<file path="src/rtl/dds_voice_scheduler.sv">
// dds_voice_scheduler
// Shares one waveform shaper (sine table / form-wave unit) among VOICES DDS
// voices. Each sample tick starts a frame: every enabled voice issues its
// phase to the shaper over a request/ready handshake. Tagged results are
// collected into staging slots, possibly out of order, and are published to
// VOICE_OUT in one edge at the end of the frame.
//
// Ports
//   CLK, RESET            clock, synchronous active-low reset
//   SAMPLE_TICK           starts a frame (dropped and flagged if BUSY)
//   CFG_WE/ADDR/INC/EN/FORM  per-voice tuning word, enable, form write
//   OVR_CLR               clears the sticky OVERRUN flag
//   SH_REQ/RDY/PHASE/FORM/TAG  issue side of the shaper handshake
//   SH_VALID/RTAG/DATA    tagged result return from the shaper
//   VOICE_OUT             published samples, voice i at [i*OUT_W +: OUT_W]
//   FRAME_DONE            one-cycle pulse while the publish happens
//   BUSY                  frame in progress
//   OVERRUN               sticky: a tick arrived while BUSY
module dds_voice_scheduler #(
  parameter int VOICES  = 4,
  parameter int IDX_W   = 2,
  parameter int PHASE_W = 32,
  parameter int OUT_W   = 8
) (
  input  logic                    CLK,
  input  logic                    RESET,
  input  logic                    SAMPLE_TICK,
  input  logic                    CFG_WE,
  input  logic [IDX_W-1:0]        CFG_ADDR,
  input  logic [PHASE_W-1:0]      CFG_INC,
  input  logic                    CFG_EN,
  input  logic [2:0]              CFG_FORM,
  input  logic                    OVR_CLR,
  output logic                    SH_REQ,
  input  logic                    SH_RDY,
  output logic [PHASE_W-1:0]      SH_PHASE,
  output logic [2:0]              SH_FORM,
  output logic [IDX_W-1:0]        SH_TAG,
  input  logic                    SH_VALID,
  input  logic [IDX_W-1:0]        SH_RTAG,
  input  logic [OUT_W-1:0]        SH_DATA,
  output logic [VOICES*OUT_W-1:0] VOICE_OUT,
  output logic                    FRAME_DONE,
  output logic                    BUSY,
  output logic                    OVERRUN
);

  typedef enum logic [1:0] {S_IDLE, S_ISSUE, S_DRAIN, S_DONE} state_t;

  localparam logic [IDX_W-1:0] PTR_ONE  = IDX_W'(1);
  localparam logic [IDX_W-1:0] PTR_LAST = IDX_W'(VOICES - 1);
  localparam logic [IDX_W:0]   OUT_ONE  = (IDX_W + 1)'(1);

  state_t               state, state_nxt;
  logic [PHASE_W-1:0]   phase   [VOICES];
  logic [PHASE_W-1:0]   inc     [VOICES];
  logic [2:0]           form    [VOICES];
  logic [OUT_W-1:0]     staging [VOICES];
  logic [VOICES-1:0]    en;
  logic [IDX_W-1:0]     ptr;
  logic [IDX_W:0]       outstanding;   // one extra bit: up to VOICES in flight

  logic handshake, valid_ok, slot_done, drain_empty, frame_start;

  assign handshake   = SH_REQ & SH_RDY;
  // A result with nothing in flight is stray; dropping it keeps the counter
  // from underflowing and stale tags out of the staging slots.
  assign valid_ok    = SH_VALID & (outstanding != '0);
  // A disabled voice still burns its slot cycle so the frame timing is fixed.
  assign slot_done   = (state == S_ISSUE) & (~en[ptr] | SH_RDY);
  // Look through the result arriving this cycle so DONE follows the last
  // result by exactly one cycle.
  assign drain_empty = (outstanding == '0) | ((outstanding == OUT_ONE) & SH_VALID);
  assign frame_start = (state == S_IDLE) & SAMPLE_TICK;

  // State register.
  always_ff @(posedge CLK) begin
    if (!RESET) state <= S_IDLE;
    else        state <= state_nxt;
  end

  // Next-state logic.
  always_comb begin
    // NOTE: default assignment first so no path through the case leaves
    // state_nxt unassigned, which would infer a latch.
    state_nxt = state;
    unique case (state)
      S_IDLE:  if (SAMPLE_TICK)            state_nxt = S_ISSUE;
      S_ISSUE: if (slot_done && ptr == PTR_LAST) state_nxt = S_DRAIN;
      S_DRAIN: if (drain_empty)            state_nxt = S_DONE;
      S_DONE:                              state_nxt = S_IDLE;
      default:                             state_nxt = S_IDLE;
    endcase
  end

  // Outputs. Phase/form/tag come straight from the registers at ptr, which
  // do not move until the handshake, so they hold while SH_RDY is low.
  always_comb begin
    SH_REQ     = (state == S_ISSUE) & en[ptr];
    SH_PHASE   = phase[ptr];
    SH_FORM    = form[ptr];
    SH_TAG     = ptr;
    FRAME_DONE = (state == S_DONE);
    BUSY       = (state != S_IDLE);
  end

  // Slot pointer and in-flight counter.
  always_ff @(posedge CLK) begin
    // NOTE: sequential state uses non-blocking assignments only, so every
    // register samples pre-edge values regardless of statement order.
    if (!RESET) begin
      ptr         <= '0;
      outstanding <= '0;
    end else begin
      if (frame_start)    ptr <= '0;
      else if (slot_done) ptr <= ptr + PTR_ONE;

      unique case ({handshake, valid_ok})
        2'b10:   outstanding <= outstanding + OUT_ONE;
        2'b01:   outstanding <= outstanding - OUT_ONE;
        default: outstanding <= outstanding;
      endcase
    end
  end

  // Per-voice configuration, phase accumulators and staging slots.
  always_ff @(posedge CLK) begin
    // NOTE: these small register arrays are reset explicitly because a
    // restarted frame must start from phase 0 and publish zeros; large RAMs
    // would normally be left unreset.
    if (!RESET) begin
      for (int i = 0; i < VOICES; i++) begin
        phase[i]   <= '0;
        inc[i]     <= '0;
        form[i]    <= '0;
        staging[i] <= '0;
      end
      en <= '0;
    end else begin
      for (int i = 0; i < VOICES; i++) begin
        // The handshake reads the pre-edge inc/form; a write lands after it.
        if (CFG_WE && CFG_ADDR == IDX_W'(i)) begin
          inc[i]  <= CFG_INC;
          en[i]   <= CFG_EN;
          form[i] <= CFG_FORM;
        end

        // Disabling a voice zeroes its phase, even over a same-cycle advance.
        if (CFG_WE && CFG_ADDR == IDX_W'(i) && !CFG_EN)
          phase[i] <= '0;
        else if (handshake && ptr == IDX_W'(i))
          phase[i] <= phase[i] + inc[i];

        if (valid_ok && SH_RTAG == IDX_W'(i))
          staging[i] <= SH_DATA;
        else if (frame_start && !en[i])
          staging[i] <= '0;
      end
    end
  end

  // Atomic publish and sticky overrun flag.
  always_ff @(posedge CLK) begin
    if (!RESET) begin
      VOICE_OUT <= '0;
      OVERRUN   <= 1'b0;
    end else begin
      if (state == S_DONE)
        for (int i = 0; i < VOICES; i++)
          VOICE_OUT[i*OUT_W +: OUT_W] <= staging[i];

      // A fresh overrun beats a simultaneous clear.
      if (SAMPLE_TICK && BUSY) OVERRUN <= 1'b1;
      else if (OVR_CLR)        OVERRUN <= 1'b0;
    end
  end

endmodule

</file>
<file path="config.mk">
export PLATFORM = sky130hd
export DESIGN_NAME = dds_voice_scheduler
export DESIGN_NICKNAME = d
export VERILOG_FILES = /design/src/rtl/dds_voice_scheduler.sv
export SDC_FILE = /design/constraint.sdc
export NUM_CORES = 1
export LEC_CHECK = 0
export ABC_AREA = 1
export BUFFER_PORTS_ARGS = -buffer_cell sky130_fd_sc_hd__buf_2
export CAP_MARGIN = 25
export CORE_UTILIZATION = 33
export CTS_CLUSTER_SIZE = 16
export DETAILED_ROUTE_END_ITERATION = 10
export GPL_TIMING_DRIVEN = 0
export MAX_ROUTING_LAYER = met4
export PLACE_DENSITY = 0.58
export SYNTH_ARGS = -nofsm -noshare
export SYNTH_HDL_FRONTEND = slang
export SYNTH_SLANG_ARGS = --single-unit
export TNS_END_PERCENT = 1
</file>
<file path="constraint.sdc">
create_clock -name CLK -period 2.7 [get_ports CLK]
set_clock_uncertainty 0.05 [all_clocks]
set_input_delay 0.27 -clock CLK [delete_from_list [all_inputs] [get_ports CLK]]
set_output_delay 0.27 -clock CLK [all_outputs]
set_load 0.05 [all_outputs]
</file>
; After elaboration in Yosys (flattened, before gate mapping)
; Memory sizes are Yosys's and may differ from the RTL's. A register that Yosys moved wholly into a read port is not among the register bits.
; Cells that the tools add are included.
[word_totals]
elab_cells = 220
memories = 4
ramBits = 300
ff_bits = 12
[op_classes]
n_reduce_logical = 42
addsub = 7
magnitude_cmp = 1
n_mux = 106
n_eq_ne = 18
n_bitwise = 34
[mem_list]
columns = name, words, word_bits, rd, rd_ports_with_merged_regs, write_ports, line
row1 = inc, 4, 32, 4, 0, 4, 56  ; logic [PHASE_W-1:0] inc [VOICES];
row2 = phase, 4, 32, 5, 1, 4, 55  ; logic [PHASE_W-1:0] phase [VOICES];
row3 = staging, 4, 8, 4, 4, 4, 58  ; logic [OUT_W-1:0] staging [VOICES];
row4 = form, 4, 3, 1, 1, 4, 57  ; logic [2:0] form [VOICES];
[ops]
columns = operator, count
row1 = 2-to-1 mux 32 bit, 12
row2 = adder 32 bit, 4
row3 = 2-to-1 mux 1 bit, 72
row4 = 2-to-1 mux 8 bit, 8
row5 = OR 1 bit, 26
row6 = logical AND 1 bit, 22
row7 = "== test 2 bit, second input constant", 9
row8 = 2-to-1 mux 2 bit, 7
row9 = 2-to-1 mux 3 bit, 4
row10 = "== test 2 x 1 -> 1 bit, second input constant", 5
row11 = zero test 1 bit, 9
row12 = zero test 2 bit, 4
row13 = one-hot mux 2 bit (4 select lines), 1
row14 = AND 1 bit, 6
row15 = "!= test 2 bit, second input constant", 3
row16 = one-hot mux 3 bit (2 select lines), 1
row17 = nonzero test 2 bit, 3
row18 = "adder 3 x 1 -> 3 bit, second input constant", 1
row19 = "== test 3 x 1 -> 1 bit, second input constant", 1
row20 = zero test 3 bit, 1
row21 = "less-than comparator 2 x 3 -> 1 bit, second input constant", 1
row22 = AND reduction 3 bit, 1
row23 = nonzero test 3 bit, 1
row24 = "subtractor 3 x 1 -> 3 bit, second input constant", 1
row25 = 4 further kinds, 5

; Depth between registers and ports, before layout
; Gate-level depths: netlist (run 1).
[depth]
word_depth = 10
depth_mapped = 12

; Worst setup path before layout (run 1)
; OpenSTA, ideal clock, no wires.
[synth_timing]
kind = register to register
start = register ptr[1], in the netlist SH_TAG[1]
end = memory phase[3][0], enable pin
stages_incl_launch_ff = 8
arrival_ps = 2408
period_less_slack_ps = 2847
setup_slack_ps = -147
path_cell_list = dfxtp_1 -> inv_1 -> nand3_1 -> nand2_2 -> nor3_4 -> nand3_1 -> clkbuf_1 -> nand2_1
[synth_lines]
columns = element, line
row1 = start: declaration, 60  ; logic [IDX_W-1:0] ptr;
row2 = start signal: assignment, 116  ; else if (slot_done) ptr <= ptr + PTR_ONE;
row3 = end: declaration, 55

==> results of run 1 <==
-- Yosys cell counts --
cell type  count
nand2_1      977
nor2_1       612
inv_1        566
edfxtp_1     300
ha_1         138
a21oi_1      122
o21ai_0      116
nand3_1      115
clkbuf_1      46
dfxtp_1       46
nor3_1        37
o22ai_1       35
xor2_1        25
o21bai_1      17
nand4_1       14
a21boi_0       8
xnor2_1        8
a21o_1         7
nand3b_1       7
and2_1         6
buf_2          6
a211o_1        4
fa_1           4
nor3b_1        4
buf_4          2
inv_2          2
nor2_2         2
o21ai_1        2
a211oi_1       1
buf_1          1
clkinv_1       1
nand2_2        1
nor3_4         1
or2_2          1
-- metrics by stage --
step | utilization (%) | setup TNS [ns] | total power [mW] | worst slack (ns) | cells
2_1_floorplan | - | 0 | 10.89 | 0.06833 | 3234
3_3_place_gp | 36.12 | -199.24 | 12.99 | -1.086 | 4292
3_5_place_dp | 36.37 | -19.94 | 13.02 | -0.6985 | 4299
4_1_cts | 39.03 | -0.08061 | 19.33 | -0.02751 | 4392
5_1_grt | 39.06 | -0.6091 | 20.14 | -0.07458 | 4392
6_report | 39.06 | -0.01592 | 19.30 | -0.01219 | 4392
-- kinds of logic (layout without fill, tap and decap cells) --
logic type               count (synthesis)  in the layout  share of synthesized area (%)
AO/OA/AOI/OAI                          312            312                          7.385
XOR/XNOR                                33             33                          1.253
adder cells (fa/ha/maj)                142            142                          7.835
buffers and inverters                  624            851                          10.22
flip-flops                             346            346                          43.06
AND/OR/NAND/NOR                       1777           1777                          30.24
-- flip-flops by register name, summed over array words and instances, names as in the netlist, named ones only --
| register | count |
|---|---|
| VOICE_OUT | 32 |
| OVERRUN | 1 |
| form | 12 |
| staging | 32 |
| SH_TAG | 2 |
| state | 2 |
| phase | 128 |
| inc | 128 |
| en | 4 |
| outstanding | 3 |
-- where the power goes --
| group | leakage [nW] | internal, mW | switching, mW |
|---|---|---|---|
| registers | 3.43 | 6.38 | 0.340 |
| clock network | 0.691 | 3.45 | 2.61 |
| logic | 9.63 | 1.63 | 4.90 |
-- final timing paths --
| kind | startpoint | depth (start not counted) | endpoint | slack (ns) |
|---|---|---|---|---|
| worst max-delay path | flop | 5 | SH_PHASE[17] | -0.01 |
| worst min-delay path | SH_DATA[3] | 3 | staging[1][3] | 0.03 |
| worst max register to register | inc[2][0] | 10 | phase[2][28] | 0.20 |
| worst min register to register | staging[1][1] | 2 | VOICE_OUT[9] | 0.42 |
-- layout make-up --
cell class | count | area, um2
inverters | 569 | 2141
clock inverters | 28 | 341.6
well taps | 931 | 1165
clock buffers | 50 | 1102
flip-flops and latches | 346 | 9932
multi-input cells | 2264 | 11020
plain buffers | 54 | 242.7
fillers | 7254 | 41940
repair buffers | 150 | 940.9
-- worst max-delay path, stage by stage (launching register included) --
cell and delay [ns]:
dfxtp_2 0.53, clkinv_4 0.18, clkbuf_1 0.25, o21ai_1 0.40, o22ai_2 0.16, buf_2 0.25
-- layer usage --
layer	part of all wire (%)	GRT usage (%)	wire length [um]
met5	0	-	0
met4	2.8	6.695	2289
met3	5.5	2.523	4463
met2	46	38.08	37570
met1	46	31.49	37170
-- what timing repair did --
item,in CTS,in global routing
gates cloned,0,0
hold buffers,16,0
gates resized for setup,77,14
endpoints found under the setup margin,67,72
endpoints found under the hold margin,41,0
==> out/results.tsv, run 1 <==
metric	value	unit
arrival	2.39	ns
grt_pass1_vias	19540	
post_cts_buffers	0	
clkTransAtPathRegs	0.06	ns
wirelength	81.49	mm
num_vias	20900	
yosysTopAreaCell	edfxtp_1	
die_area	70940	um2
grtUsageTotal	23.68	%
htree_levels	2	
syn_to_final_growth	16.59	%
syn_nets	3431	
cts_max_path_buffers	3	
ys_types	34	
cp.required	2.38	ns
synth.yosys.seq_area_share	43.06	%
grt_pass1_wl	120.9	mm
placed_area	25030	um2
ys_ff_latch	346	
via_per_inst	4.758	
whs	0.03323	ns
period_share	100.5	%
tritoncts	yes	
fp.dieW	266.3	um
vdd_drop_max	0.0004962	V
final_max_slew_viol_count	0	
synth_area_leaders	edfxtp_1 (39%), nand2_1 (16%), nor2_1 (10%)	
place_congestion	0.9899	
syn_area	23060	um2
dp_hpwl	65.02	mm
setup_viol	3	
numClockSinks	346	
hold_path.class	input port to flop	
clockRootBuffer	clkbuf_16	
antenna_found_initial	1	
fp.coreArea	68830	um2
final_hold_viol_count	0	
grt_setup_unrepaired	true	
crit_path_end_kind	primary output	
netlist.area_leader.share	39.07	%
clock_latency	0.61	ns
p_per_area	718.0	nW/um2
avgSynthCellArea	7.130	um2
drtAntennaViolNets	0	
drt-initial-drc-count	1823	
fin_ws	-0.01219	ns
status	finished, violations left	
boundaryPins	128	
slew_headroom	43.70	%
syn_inst	3234	
worstSetupPathType	flop to primary output	
startpoint_type	flop	
start_util	33.50	%
numPortBuffers	127	
fmax	0.3687	GHz
rows	96	
drt_pre_antenna_iters	6	
worstMarginPinSlew	0.8415	ns
mostFrequentLayoutCell	nand2_1	
period_needed	2.712	ns
final_area	26890	um2
wl_per_cell	18.55	um
antenna_cells	0	
drv_cap	0	
leakagePower	13.75	nW
overflow	0	
yosysWarnings	0	
die_y	266.3	um
grt_start_max_net_pins	36	
cts_made_buffers	43	
drc_errors	0	
path_max_fanout	10	
layout.nets	3625	
violations	negative setup slack	
final_cell_mix	nand2_1 (972), nor2_1 (611), inv_1 (565)	
drive_above_1_share	7.975	%
Note: power is estimated with default switching activity, not from simulation.
==> run 2, diff against run 1 <==
BUFFER_PORTS_ARGS = default   (was -buffer_cell sky130_fd_sc_hd__buf_2)
DONT_BUFFER_PORTS = 1   (was default)
PLACE_DENSITY = 0.56   (was 0.58)
==> out/results.tsv, run 2 (same netlist as run 1, synthesis figures left out) <==
metric	value	unit	change
status	finished, violations left		
violations	negative setup slack		
antenna_found_initial	4		+3
via_per_inst	4.756		about the same
fp.coreArea	68830	um2	unchanged
numClockSinks	346		unchanged
r2r_start	SH_TAG[0]		
drc_errors	0		unchanged
cp_num_buf_inv	3		unchanged
drive_above_1_share	4.779	%	-3.2 points
final_area	26510	um2	-1.4%
num_vias	20460		-2.1%
fin_util	38.52	%	-0.54 points
p_sw	7.607	mW	-3.0%
leakagePower	13.29	nW	-3.3%
grt_pass1_vias	19730		+0.96%
r2r_cells	9		-1
start_util	33.50	%	unchanged
htree_levels	2		unchanged
slew_headroom	31.30	%	-12 points
drv_cap	0		unchanged
fin_ws	-0.07344	ns	-0.06126 ns
path_max_fanout	10		unchanged
cp.required	2.38	ns	about the same
swShare	40.25	%	-0.40 points
final_max_slew_viol_count	0		unchanged
setup_viol	7		+4
worstSetupPathType	flop to primary output		
crit_family	buffers and inverters		
place_ws	-0.8890	ns	-0.1905 ns
cp_cell_sequence	clkinv_2 > clkbuf_2 > o21ai_2 > o22ai_1 > buf_4		
worstMarginPinSlew	1.030	ns	+0.1890 ns
period_share	102.7	%	+2.3 points
clockPowerShare	29.4	%	-2.0 points
final_cell_mix	nand2_1 (972), nor2_1 (610), inv_1 (566)		
reg2reg_setup_slack	0.17	ns	-0.03 ns
tritoncts	yes		
overflow	0		unchanged
layout.nets	3534		-2.5%
period_needed	2.773	ns	+0.06126 ns
largestRegisters	inc: 128 flops, phase: 128 flops		
drt-initial-drc-count	1791		-1.8%
wirelength	80.04	mm	-1.8%
clockRootBuffer	clkbuf_16		
path_depth	5		unchanged
crit_path_end_kind	primary output		
syn_to_final_growth	14.98	%	
comb_power_share	32.8	%	-1.0 points
wl_per_cell	18.61	um	+0.28%
clkTransAtPathRegs	0.06	ns	about the same
crit_path_end	SH_PHASE[26]		
fp.dieW	266.3	um	unchanged
dp_hpwl	63.87	mm	-1.8%
rows	96		unchanged
hold_path.class	input port to flop		
die_y	266.3	um	unchanged
mostFrequentLayoutCell	nand2_1		
boundaryPins	128		unchanged
final_hold_viol_count	0		unchanged
drt_pre_antenna_iters	5		-1
grt_setup_unrepaired	true		
place_congestion	0.9694		-2.1%
p_per_area	712.9	nW/um2	-0.71%
p_int	11.29	mW	-1.4%
grtUsageTotal	23.27	%	-0.41 points
critPathSlowestCell	dfxtp_2		
cts_made_buffers	41		-4.7%
drtAntennaViolNets	0		unchanged
vdd_drop_max	0.0006572	V	+32%
clock_latency	0.59	ns	-0.02 ns
arrival	2.45	ns	+0.06 ns
r2r-end	phase[0][30]		
numPortBuffers	0		-100%
startpoint_type	flop		
p_seq_share	37.8	%	+3.0 points
whs	0.02883	ns	-0.004407 ns
cts_max_path_buffers	3		unchanged
fmax	0.3606	GHz	-2.2%
grt_pass1_wl	119.6	mm	-1.1%
die_area	70940	um2	unchanged
placed_area	24680	um2	-1.4%
cp_slowest_stage_delay	0.50	ns	-0.03 ns
grt_start_max_net_pins	36		unchanged
==> run 2: cell count changes in the layout (fill, tap and decap cells not counted), moves of 6 or more <==
| cell | before | now |
|---|---|---|
| buf_2 | 132 | 7 |
| buf_6 | 0 | 23 |
| clkbuf_1 | 37 | 50 |
| dlygate4sd3_1 | 16 | 26 |
| o22ai_1 | 15 | 21 |
| o22ai_2 | 20 | 8 |
| o22ai_4 | 0 | 6 |
==> run 2: routing by layer <==
layer  GRT usage, %  part of all wire (%)  routed length (um)  vias to the layer above
met1          30.34                    45               35850                     9350
met2          37.20                    45               36340                      614
li1               -                     -                   -                    10380
met5              -                     0                   0                        -
met4          6.400                   2.7                2188                        0
met3          3.835                   7.1                5665                      117
==> run 2: cell type report <==
cell class / count / area (um2)
Clock inverter: 16 / 142.6
Antenna cell: 2 / 5.005
Multi-Input combinational cell: 2264 / 11060
Sequential cell: 346 / 9937
Timing Repair Buffer: 61 / 684.4
Buffer: 54 / 230.2
Tap cell: 931 / 1165
Fill cell: 7239 / 42310
Clock buffer: 59 / 1155
Inverter: 569 / 2137
==> run 2: timing repair <==
action,4_1_cts,5_1_grt
hold buffers,26,0
gates resized for setup,52,40
endpoints found under the setup margin,153,74
setup buffers,0,0
endpoints found under the hold margin,58,0
==> run 2: worst min-delay path by stage <==
stage / from / to / slack [ns] / cells after the start
after global routing: CFG_INC[1] / inc[3][1] / 0.02 / 2
after detailed placement: SAMPLE_TICK / OVERRUN / 0.37 / 2
final: CFG_INC[1] / inc[3][1] / 0.03 / 2
after global placement: SAMPLE_TICK / OVERRUN / 0.37 / 2
after CTS: CFG_INC[1] / inc[3][1] / 0.02 / 2
after floorplan: SAMPLE_TICK / OVERRUN / 0.36 / 2
==> run 2: metrics by stage <==
step / total power, mW / std cells / setup TNS, ns
finish: 18.90 / 4302 / -0.1928
global route: 19.73 / 4302 / -0.5522
CTS: 18.80 / 4300 / -1.080
detailed placement: 13.07 / 4200 / -43.46
global placement: 12.59 / 4165 / -206.73
floorplan: 10.89 / 3234 / 0
==> run 2: power groups by stage <==
stage                     clock, mW  combinational [mW]  sequential [mW]
after CTS                      5.66                6.00             7.14
after detailed placement          0                5.84             7.23
after floorplan                   0                3.83             7.06
after global routing           5.81                6.72             7.19
final                          5.55                6.21             7.14
after global placement            0                5.35             7.24
